$ cat src/rtl/mips_pkg.sv
// Shared definitions for the MIPS32 pipeline: fetch FSM encodings,
// the canonical NOP and the reset fetch address.
package mips_pkg;

    localparam logic [31:0] NOP_INSTR        = 32'h0000_0000;
    localparam logic [31:0] RESET_PC_DEFAULT = 32'h0000_0000;

    // Fetch sequencer states
    typedef enum logic [1:0] {
        S_REQ  = 2'd0,  // request outstanding at PC
        S_HOLD = 2'd1,  // response parked in skid buffer while stalled
        S_DROP = 2'd2   // waiting out a request abandoned by a redirect
    } fetch_state_t;

    // Instruction addresses are always word aligned; low bits are dropped.
    function automatic logic [31:0] align_word(input logic [31:0] addr);
        return addr & 32'hFFFF_FFFC;
    endfunction

endpackage

$ cat src/rtl/if_fetch_stage_if_id_reg.sv
// IF/ID pipeline register: instruction, PC+4 and valid flag.
// Flush (or reset) inserts a NOP bubble, stall holds, otherwise it loads.
module if_id_reg
    import mips_pkg::*;
(
    input  logic        clk,
    input  logic        rst,
    input  logic        stall,
    input  logic        flush,
    input  logic [31:0] in_instr,
    input  logic [31:0] in_pc4,
    output logic [31:0] instr,
    output logic [31:0] pc4,
    output logic        valid
);

    // Bubble on reset/flush, hold on stall, capture a new instruction otherwise
    always_ff @(posedge clk) begin
        if (rst || flush) begin
            instr <= NOP_INSTR;
            pc4   <= 32'h0;
            valid <= 1'b0;
        end else if (!stall) begin
            instr <= in_instr;
            pc4   <= in_pc4;
            valid <= 1'b1;
        end
    end

endmodule

$ cat src/rtl/if_fetch_stage.sv
// IF stage: fetch PC register, instruction-memory req/ack sequencer,
// one-entry skid buffer for responses arriving under stall, and the
// IF/ID pipeline register.
module if_fetch_stage
    import mips_pkg::*;
#(
    parameter logic [31:0] RESET_PC = RESET_PC_DEFAULT
) (
    input  logic        Clk,
    input  logic        Reset,
    input  logic [31:0] Next_PC_IF,
    input  logic        Flush_IF,
    input  logic        Stall_IF,
    output logic [31:0] PC_Plus_4_IF,
    output logic        Imem_Req,
    output logic [31:0] Imem_Addr,
    input  logic        Imem_Ack,
    input  logic [31:0] Imem_Rdata,
    output logic [31:0] Instruction_ID,
    output logic [31:0] PC_Plus_4_ID,
    output logic        Valid_ID
);

    fetch_state_t state, state_next;

    logic [31:0] pc;
    logic [31:0] skid_instr;
    logic [31:0] skid_pc4;
    logic [31:0] redirect_pc;

    // Decoded per-cycle actions
    logic        pc_load;
    logic [31:0] pc_next;
    logic        skid_load;
    logic        redirect_load;
    logic        ifid_stall;
    logic        ifid_flush;
    logic [31:0] ifid_instr;
    logic [31:0] ifid_pc4;

    // PC+4 wraps naturally at 2^32
    assign PC_Plus_4_IF = pc + 32'd4;

    // A request is outstanding whenever we are not parked in the skid
    // buffer; it is only ever withdrawn by reset.
    assign Imem_Req  = !Reset && (state != S_HOLD);
    assign Imem_Addr = pc;

    // Next-state and per-cycle action decode; priority is Flush over Stall
    always_comb begin
        state_next    = state;
        pc_load       = 1'b0;
        pc_next       = Next_PC_IF;
        skid_load     = 1'b0;
        redirect_load = 1'b0;
        ifid_stall    = 1'b0;
        ifid_flush    = 1'b0;
        ifid_instr    = Imem_Rdata;
        ifid_pc4      = PC_Plus_4_IF;

        case (state)
            S_REQ: begin
                if (Imem_Ack) begin
                    if (Flush_IF) begin
                        // Fetched instruction is on the wrong path
                        ifid_flush = 1'b1;
                        pc_load    = 1'b1;
                    end else if (Stall_IF) begin
                        // Response cannot enter IF/ID yet; park it
                        skid_load  = 1'b1;
                        ifid_stall = 1'b1;
                        state_next = S_HOLD;
                    end else begin
                        pc_load    = 1'b1;
                    end
                end else begin
                    if (Flush_IF) begin
                        // Request cannot be withdrawn; remember the target
                        redirect_load = 1'b1;
                        ifid_flush    = 1'b1;
                        state_next    = S_DROP;
                    end else if (Stall_IF) begin
                        ifid_stall = 1'b1;
                    end else begin
                        ifid_flush = 1'b1;
                    end
                end
            end

            S_DROP: begin
                if (Stall_IF && !Flush_IF) begin
                    ifid_stall = 1'b1;
                end else begin
                    ifid_flush = 1'b1;
                end

                if (Imem_Ack) begin
                    // Abandoned response arrives; discard it and redirect
                    pc_load    = 1'b1;
                    pc_next    = Flush_IF ? Next_PC_IF : redirect_pc;
                    state_next = S_REQ;
                end else if (Flush_IF) begin
                    redirect_load = 1'b1;
                end
            end

            S_HOLD: begin
                if (Flush_IF) begin
                    ifid_flush = 1'b1;
                    pc_load    = 1'b1;
                    state_next = S_REQ;
                end else if (Stall_IF) begin
                    ifid_stall = 1'b1;
                end else begin
                    // Release the parked instruction into IF/ID
                    ifid_instr = skid_instr;
                    ifid_pc4   = skid_pc4;
                    pc_load    = 1'b1;
                    state_next = S_REQ;
                end
            end

            default: begin
                state_next = S_REQ;
                ifid_flush = 1'b1;
            end
        endcase
    end

    // Fetch state register
    always_ff @(posedge Clk) begin
        if (Reset) begin
            state <= S_REQ;
        end else begin
            state <= state_next;
        end
    end

    // Fetch PC; loaded addresses are forced word aligned
    always_ff @(posedge Clk) begin
        if (Reset) begin
            pc <= RESET_PC;
        end else if (pc_load) begin
            pc <= align_word(pc_next);
        end
    end

    // Skid buffer holding a response that arrived during a stall
    always_ff @(posedge Clk) begin
        if (Reset) begin
            skid_instr <= NOP_INSTR;
            skid_pc4   <= 32'h0;
        end else if (skid_load) begin
            skid_instr <= Imem_Rdata;
            skid_pc4   <= PC_Plus_4_IF;
        end
    end

    // Redirect target captured while an abandoned request drains
    always_ff @(posedge Clk) begin
        if (Reset) begin
            redirect_pc <= 32'h0;
        end else if (redirect_load) begin
            redirect_pc <= Next_PC_IF;
        end
    end

    if_id_reg u_if_id_reg (
        .clk      (Clk),
        .rst      (Reset),
        .stall    (ifid_stall),
        .flush    (ifid_flush),
        .in_instr (ifid_instr),
        .in_pc4   (ifid_pc4),
        .instr    (Instruction_ID),
        .pc4      (PC_Plus_4_ID),
        .valid    (Valid_ID)
    );

endmodule

$ cat config.mk
export PLATFORM = sky130hd
export DESIGN_NAME = if_fetch_stage
export DESIGN_NICKNAME = d
export VERILOG_FILES = /design/src/rtl/mips_pkg.sv /design/src/rtl/if_fetch_stage_if_id_reg.sv /design/src/rtl/if_fetch_stage.sv
export SDC_FILE = /design/constraint.sdc
export NUM_CORES = 1
export LEC_CHECK = 0
export ABC_CLOCK_PERIOD_IN_PS = 2900
export CAP_MARGIN = 5
export CORE_ASPECT_RATIO = 0.9
export CORE_MARGIN = 1
export CORE_UTILIZATION = 35
export DETAILED_ROUTE_END_ITERATION = 8
export MAX_ROUTING_LAYER = met4
export PLACE_DENSITY = 0.66
export SLEW_MARGIN = 15
export SYNTH_ARGS = -nofsm -noshare
export SYNTH_HDL_FRONTEND = slang
export SYNTH_HIERARCHICAL = 1
export SYNTH_SLANG_ARGS = --single-unit
$ cat constraint.sdc
create_clock -name Clk -period 2.9 [get_ports Clk]
set_input_delay 0.435 -clock Clk [delete_from_list [all_inputs] [get_ports Clk]]
set_output_delay 0.435 -clock Clk [all_outputs]
set_load 0.05 [all_outputs]
Word level (Yosys, flattened, before mapping)

Index checks and enable logic that the tools add are counted.

Add/subtract/negate cells: 1
Multiply operators: 0
Bitwise logic cells: 0
Div/mod/pow operators: 0
Shifts and indexed selects: 0
Multiplexer cells: 34
Reduce and logical (&&, ||, !) cells: 9
$lt $le $gt $ge: 0
Equality and inequality tests: 8

Operators with widths:

| operator                | count |
|---|---|
| $mux W32                | 9 |
| $add A32 B3 Y32 const B | 1 |
| $mux W1                 | 14 |
| $mux W2                 | 7 |
| $ne A3 B3 Y1 const B    | 4 |
| $pmux W1 S3             | 2 |
| $pmux W2 S3             | 1 |
| $reduce_and A5 Y1       | 1 |
| $reduce_or A2 Y1        | 2 |
| $eq A2 B1 Y1 const B    | 1 |
| $eq A2 B2 Y1 const B    | 1 |
| $logic_and A1 B1 Y1     | 2 |
| $logic_not A1 Y1        | 2 |
| $logic_not A2 Y1        | 1 |
| $ne A2 B1 Y1 const B    | 1 |
| $ne A2 B2 Y1 const B    | 1 |
| $pmux W1 S2             | 1 |
| $logic_or A1 B1 Y1      | 1 |

ROM bits: 0
Memory bits (writable): 0
Bits in latches: 0
Output and inout bits: 130
Memories kept: 0
Input port bits: 69
Register bits: 193
Logic and storage cells: 60

Depth between registers and ports, before layout

Word-level depth: 5
Mapped depth: 9
Mapped depth without buffers: 7

By module

The synthesis kept the hierarchy.

By module, submodules not included:

| module         | area each (um2) | seq. area each (um2) | times used | cells each |
|---|---|---|---|---|
| if_fetch_stage | 6095.8          | 2482.4               | 1          | 834 |
| if_id_reg      | 2306.0          | 1301.2               | 1          | 210 |

Worst setup path after synthesis

OpenSTA, ideal clock, no wires.

Path type: flip-flop to output port
Start point: register pc[2], in the netlist Imem_Addr[2]
End point: output PC_Plus_4_IF[30]
Buffers on the path: 1
Data required time: 2.465 ns
Arrival time: 2.661 ns
Stages on the path, launching flop included: 7
Slack: -0.196 ns
Path through: dfxtp_1 > ha_1 > nand3_1 > or4_1 > buf_2 > or4_4 > nand2_1

Cells in the longest elaborated chain, start to end: 1

RTL lines:

| item                   | line                  | text |
|---|---|---|
| start, declared        | if_fetch_stage.sv:26  | `logic [31:0] pc;` |
| start signal, assigned | if_fetch_stage.sv:144 | `pc <= align_word(pc_next);` |
| $add A32 B3 Y32        | if_fetch_stage.sv:42  | `assign PC_Plus_4_IF = pc + 32'd4;` |
| end, declared          | if_fetch_stage.sv:14  | `output logic [31:0] PC_Plus_4_IF,` |

No other way between the ends.

Worst setup path in the final report

Start point: register pc[2], in the netlist Imem_Addr[2]
End point: output PC_Plus_4_IF[29]

The elaborated chain is that of the path after synthesis.

==> flow_summary_export.csv <==
group,metric,value,unit
detailed_routing,wl,24.3,mm
setup_path,reg2reg_slack,0.54,ns
outcome,violations,"DRC, setup timing",
hold_path,min_path_cells,2,
yosys,ys_ff_latch,189,
yosys,yosysMostFrequentCell,"nand2_1",
yosys,netlist_area,8400,sq um
yosys,ys_seq_area_share,45.0,%
yosys,synthFlopType,"dfxtp_1",
die,die_h,149,microns
sta,fmax,344,MHz
detailed_routing,drt.antenna.violating_nets,0,
setup_path,crit_path_max_incr_delay,0.69,ns
die,std_cell_rows,53,
place,dp_cells,1495,
sta,worst_slack,-0.00735,ns
die,die-area,24600,sq um
global_route,grt_max_degree,81,
yosys,synth_edf_count,0,
yosys,yosys-top-cells-area,"dfxtp_1, mux2i_1, nand2_1",
setup_path,r2r_start,"Imem_Addr[2]",
global_route,overflow,0,
setup_path,start_kind,"register",
final_layout,postLayoutCoreUtil,50.2,%
yosys,synth.top_cell.area_share,45.0,%
hold_path,worstHoldPathType,"register to register",
setup_path,r2r_cells,8,
die,die_w,165,microns
setup_path,path_class,"register to primary output",
global_route,grt_pass1_vias,6948,
detailed_routing,num_vias,7582,
final_layout,area_delta_synth_final,40.3,%
place,finalWeightedCongestion,0.844,
detailed_routing,drcViolationCount,24,
sta,period_share,100,%
setup_path,cp_top_family,"simple AND/OR/NAND/NOR gates",
sta,drv_slew,0,
final_layout,antenna_cells,0,
clock_tree,clock_path_buffers,2,
hold_path,min_from,"u_if_id_reg/valid",
detailed_routing,drt-pass1-iter-count,7,
sta,final.min_clock_period,2.91,ns
global_route,antenna_found_initial,0,
global_route,grt_usage,20.0,%
setup_path,worstPathArrival,2.47,ns
setup_path,rr_endpoint,"u_if_id_reg/pc4[27]",
place,hpwl,16.8,mm
sta,finalHoldViolCount,0,
yosys,yosys_warnings,6,
sta,setup_viol_count_final,1,
flow_run,drv_cap,0,
yosys,yosysUniqueCellTypes,42,
die,io_pins,199,
setup_path,path_cells,"buf_6, nand4_1, or4_4, o31ai_2, nand2_4, buf_12",
setup_path,end_kind,"primary output",
clock_tree,cts.sinks,189,
final_layout,drive_gt1_share,12.5,%
clock_tree,cts_tree,"built",
die,core,23500,sq um
final_layout,layout.nets,1295,
setup_path,cp_data_required_time,2.47,ns
sta,slew_headroom,41.7,%
setup_path,cp_slowest_cell,"or4_4",
final_layout,final_cells,1538,
power,peakVddDrop,0.381,mV
detailed_routing,drt_iter0_markers,487,
sta,clock_skew,0.0120,ns
yosys,yosysTopAreaCell,"dfxtp_1",
outcome,status,"finished, violations left",
clock_tree,clkLatencyLatePin,0.43,ns
power,p_per_area,562,nW/um^2
power,p_leak,4.52,nW
yosys,yosys-top-cells-count,"nand2_1, dfxtp_1, nor2_1, mux2i_1, a21oi_1",
detailed_routing,vias_per_cell,4.93,
sta,tightest_slew,0.874,ns
yosys,syn_inst,1044,
global_route,grt_pass1_wl,37.1,mm
clock_tree,cts-root-buf,"clkbuf_16",
die,start_util,35.8,%
detailed_routing,wl_per_cell,15.8,microns
setup_path,critPathBufInv,2,
setup_path,path_max_fanout,5,
sta,rsz0062_at_grt,"yes",
yosys,ys_async_sr_fraction,0,%
yosys,syn_avg_cell_area,8.05,sq um
clock_tree,htree_levels,4,
hold_path,min_to,"u_if_id_reg/valid",
clock_tree,cts_made_buffers,17,
clock_tree,clk_pin_slew,0.06,ns
place,numPortBuffers,192,
layout make-up:
class | instances | area [sq um]
Sequential cell | 189 | 3800
Timing Repair Buffer | 240 | 2540
Inverter | 20 | 75.1
Clock inverter | 11 | 166
Clock buffer | 19 | 443
Multi-Input combinational cell | 757 | 4390
Tap cell | 302 | 378
Fill cell | 2235 | 11700
placed cells by master, fill, tap and decap left out, types with 4 or more instances in the layout:
| cell type | netlist | routed |
|---|---|---|
| clkbuf_16 | 0 | 17 |
| clkinv_2 | 0 | 4 |
| and4_1 | 6 | 6 |
| xor2_1 | 6 | 5 |
| conb_1 | 1 | 6 |
| buf_12 | 0 | 24 |
| nand4_1 | 12 | 12 |
| mux2i_1 | 94 | 94 |
| dfxtp_2 | 0 | 8 |
| dfxtp_1 | 189 | 179 |
| nand3_1 | 10 | 9 |
| or4_4 | 5 | 10 |
| a211oi_1 | 47 | 45 |
| nor2_1 | 156 | 156 |
| inv_1 | 20 | 20 |
| nand2_4 | 0 | 7 |
| nand2_1 | 250 | 241 |
| a311oi_1 | 11 | 11 |
| xnor2_1 | 8 | 8 |
| bufinv_16 | 0 | 4 |
| buf_4 | 5 | 44 |
| a31oi_1 | 14 | 14 |
| a21oi_1 | 80 | 80 |
| clkdlybuf4s50_1 | 0 | 167 |
worst register-to-register path, delay by kind of cell (launching register included):
family	cells	cell delay, ns
muxes	1	0.10
buffers and inverters	2	0.26
AOI/OAI and AO/OA	1	0.21
and+or+nand+nor	4	1.39
DFF	1	0.34
per-layer routing:
| layer | vias up | share of wire [%] | global-route usage (%) |
|---|---|---|---|
| li1 | 3898 | - | - |
| met1 | 3454 | 48 | 27.0 |
| met2 | 184 | 44 | 28.7 |
| met3 | 46 | 4.5 | 4.03 |
| met4 | 0 | 3.5 | 8.73 |
| met5 | - | 0 | - |
what timing repair did:
action,4_1_cts,5_1_grt
gates cloned,0,1
endpoints found under the setup margin,10,15
setup buffers,3,9
hold buffers,0,0
pin swaps,3,15
resized for setup,21,30
through the flow:
stage / cell area, sq um / TNS (ns) / power [W] / worst slack [ns] / hold slack (ns)
floorplan: 8430 / 0 / 0.00366 / 0.00227 / 0.436
CTS: 11600 / -0.00789 / 0.00666 / -0.00741 / 0.456
global route: 11800 / -0.265 / 0.00687 / -0.0714 / 0.474
global placement: 10900 / 0 / 0.00417 / 0.243 / 0.441
finish: 11800 / -0.00735 / 0.00662 / -0.00735 / 0.451
detailed placement: 10900 / 0 / 0.00419 / 0.205 / 0.447
how the worst max path moves through the flow:
stage | start | end | slack, ns | cells after the start
after floorplan | Imem_Addr[9] | PC_Plus_4_IF[17] | 0.002 | 5
after global placement | Imem_Addr[3] | PC_Plus_4_IF[30] | 0.24 | 6
after detailed placement | Imem_Addr[3] | PC_Plus_4_IF[30] | 0.20 | 6
after CTS | Imem_Addr[2] | PC_Plus_4_IF[17] | -0.007 | 7
after global routing | Imem_Addr[2] | PC_Plus_4_IF[29] | -0.07 | 6
final | Imem_Addr[2] | PC_Plus_4_IF[29] | -0.007 | 6
power breakdown:
| group | switching, W | total (W) | internal [W] |
|---|---|---|---|
| Sequential | 0.000109 | 0.00283 | 0.00272 |
| Clock | 0.00100 | 0.00246 | 0.00146 |
| Combinational | 0.000814 | 0.00133 | 0.000515 |
| Total | 0.00193 | 0.00662 | 0.00469 |
cell families after synthesis:
group	synth area share [%]
xor+xnor	1.46
flops	45.0
compound gates	13.0
other cells	0.0446
fa+ha+maj	0.149
buf+inv	5.58
mux	11.2
simple gates	23.5
sequential cells by signal, indices dropped and copies added (netlist names):
name,flops
skid_instr,32
u_if_id_reg/instr,32
u_if_id_reg/pc4,32
Imem_Addr,30
redirect_pc,30
skid_pc4,30
state,2
u_if_id_reg/valid,1
(Power assumes the default switching activity.)
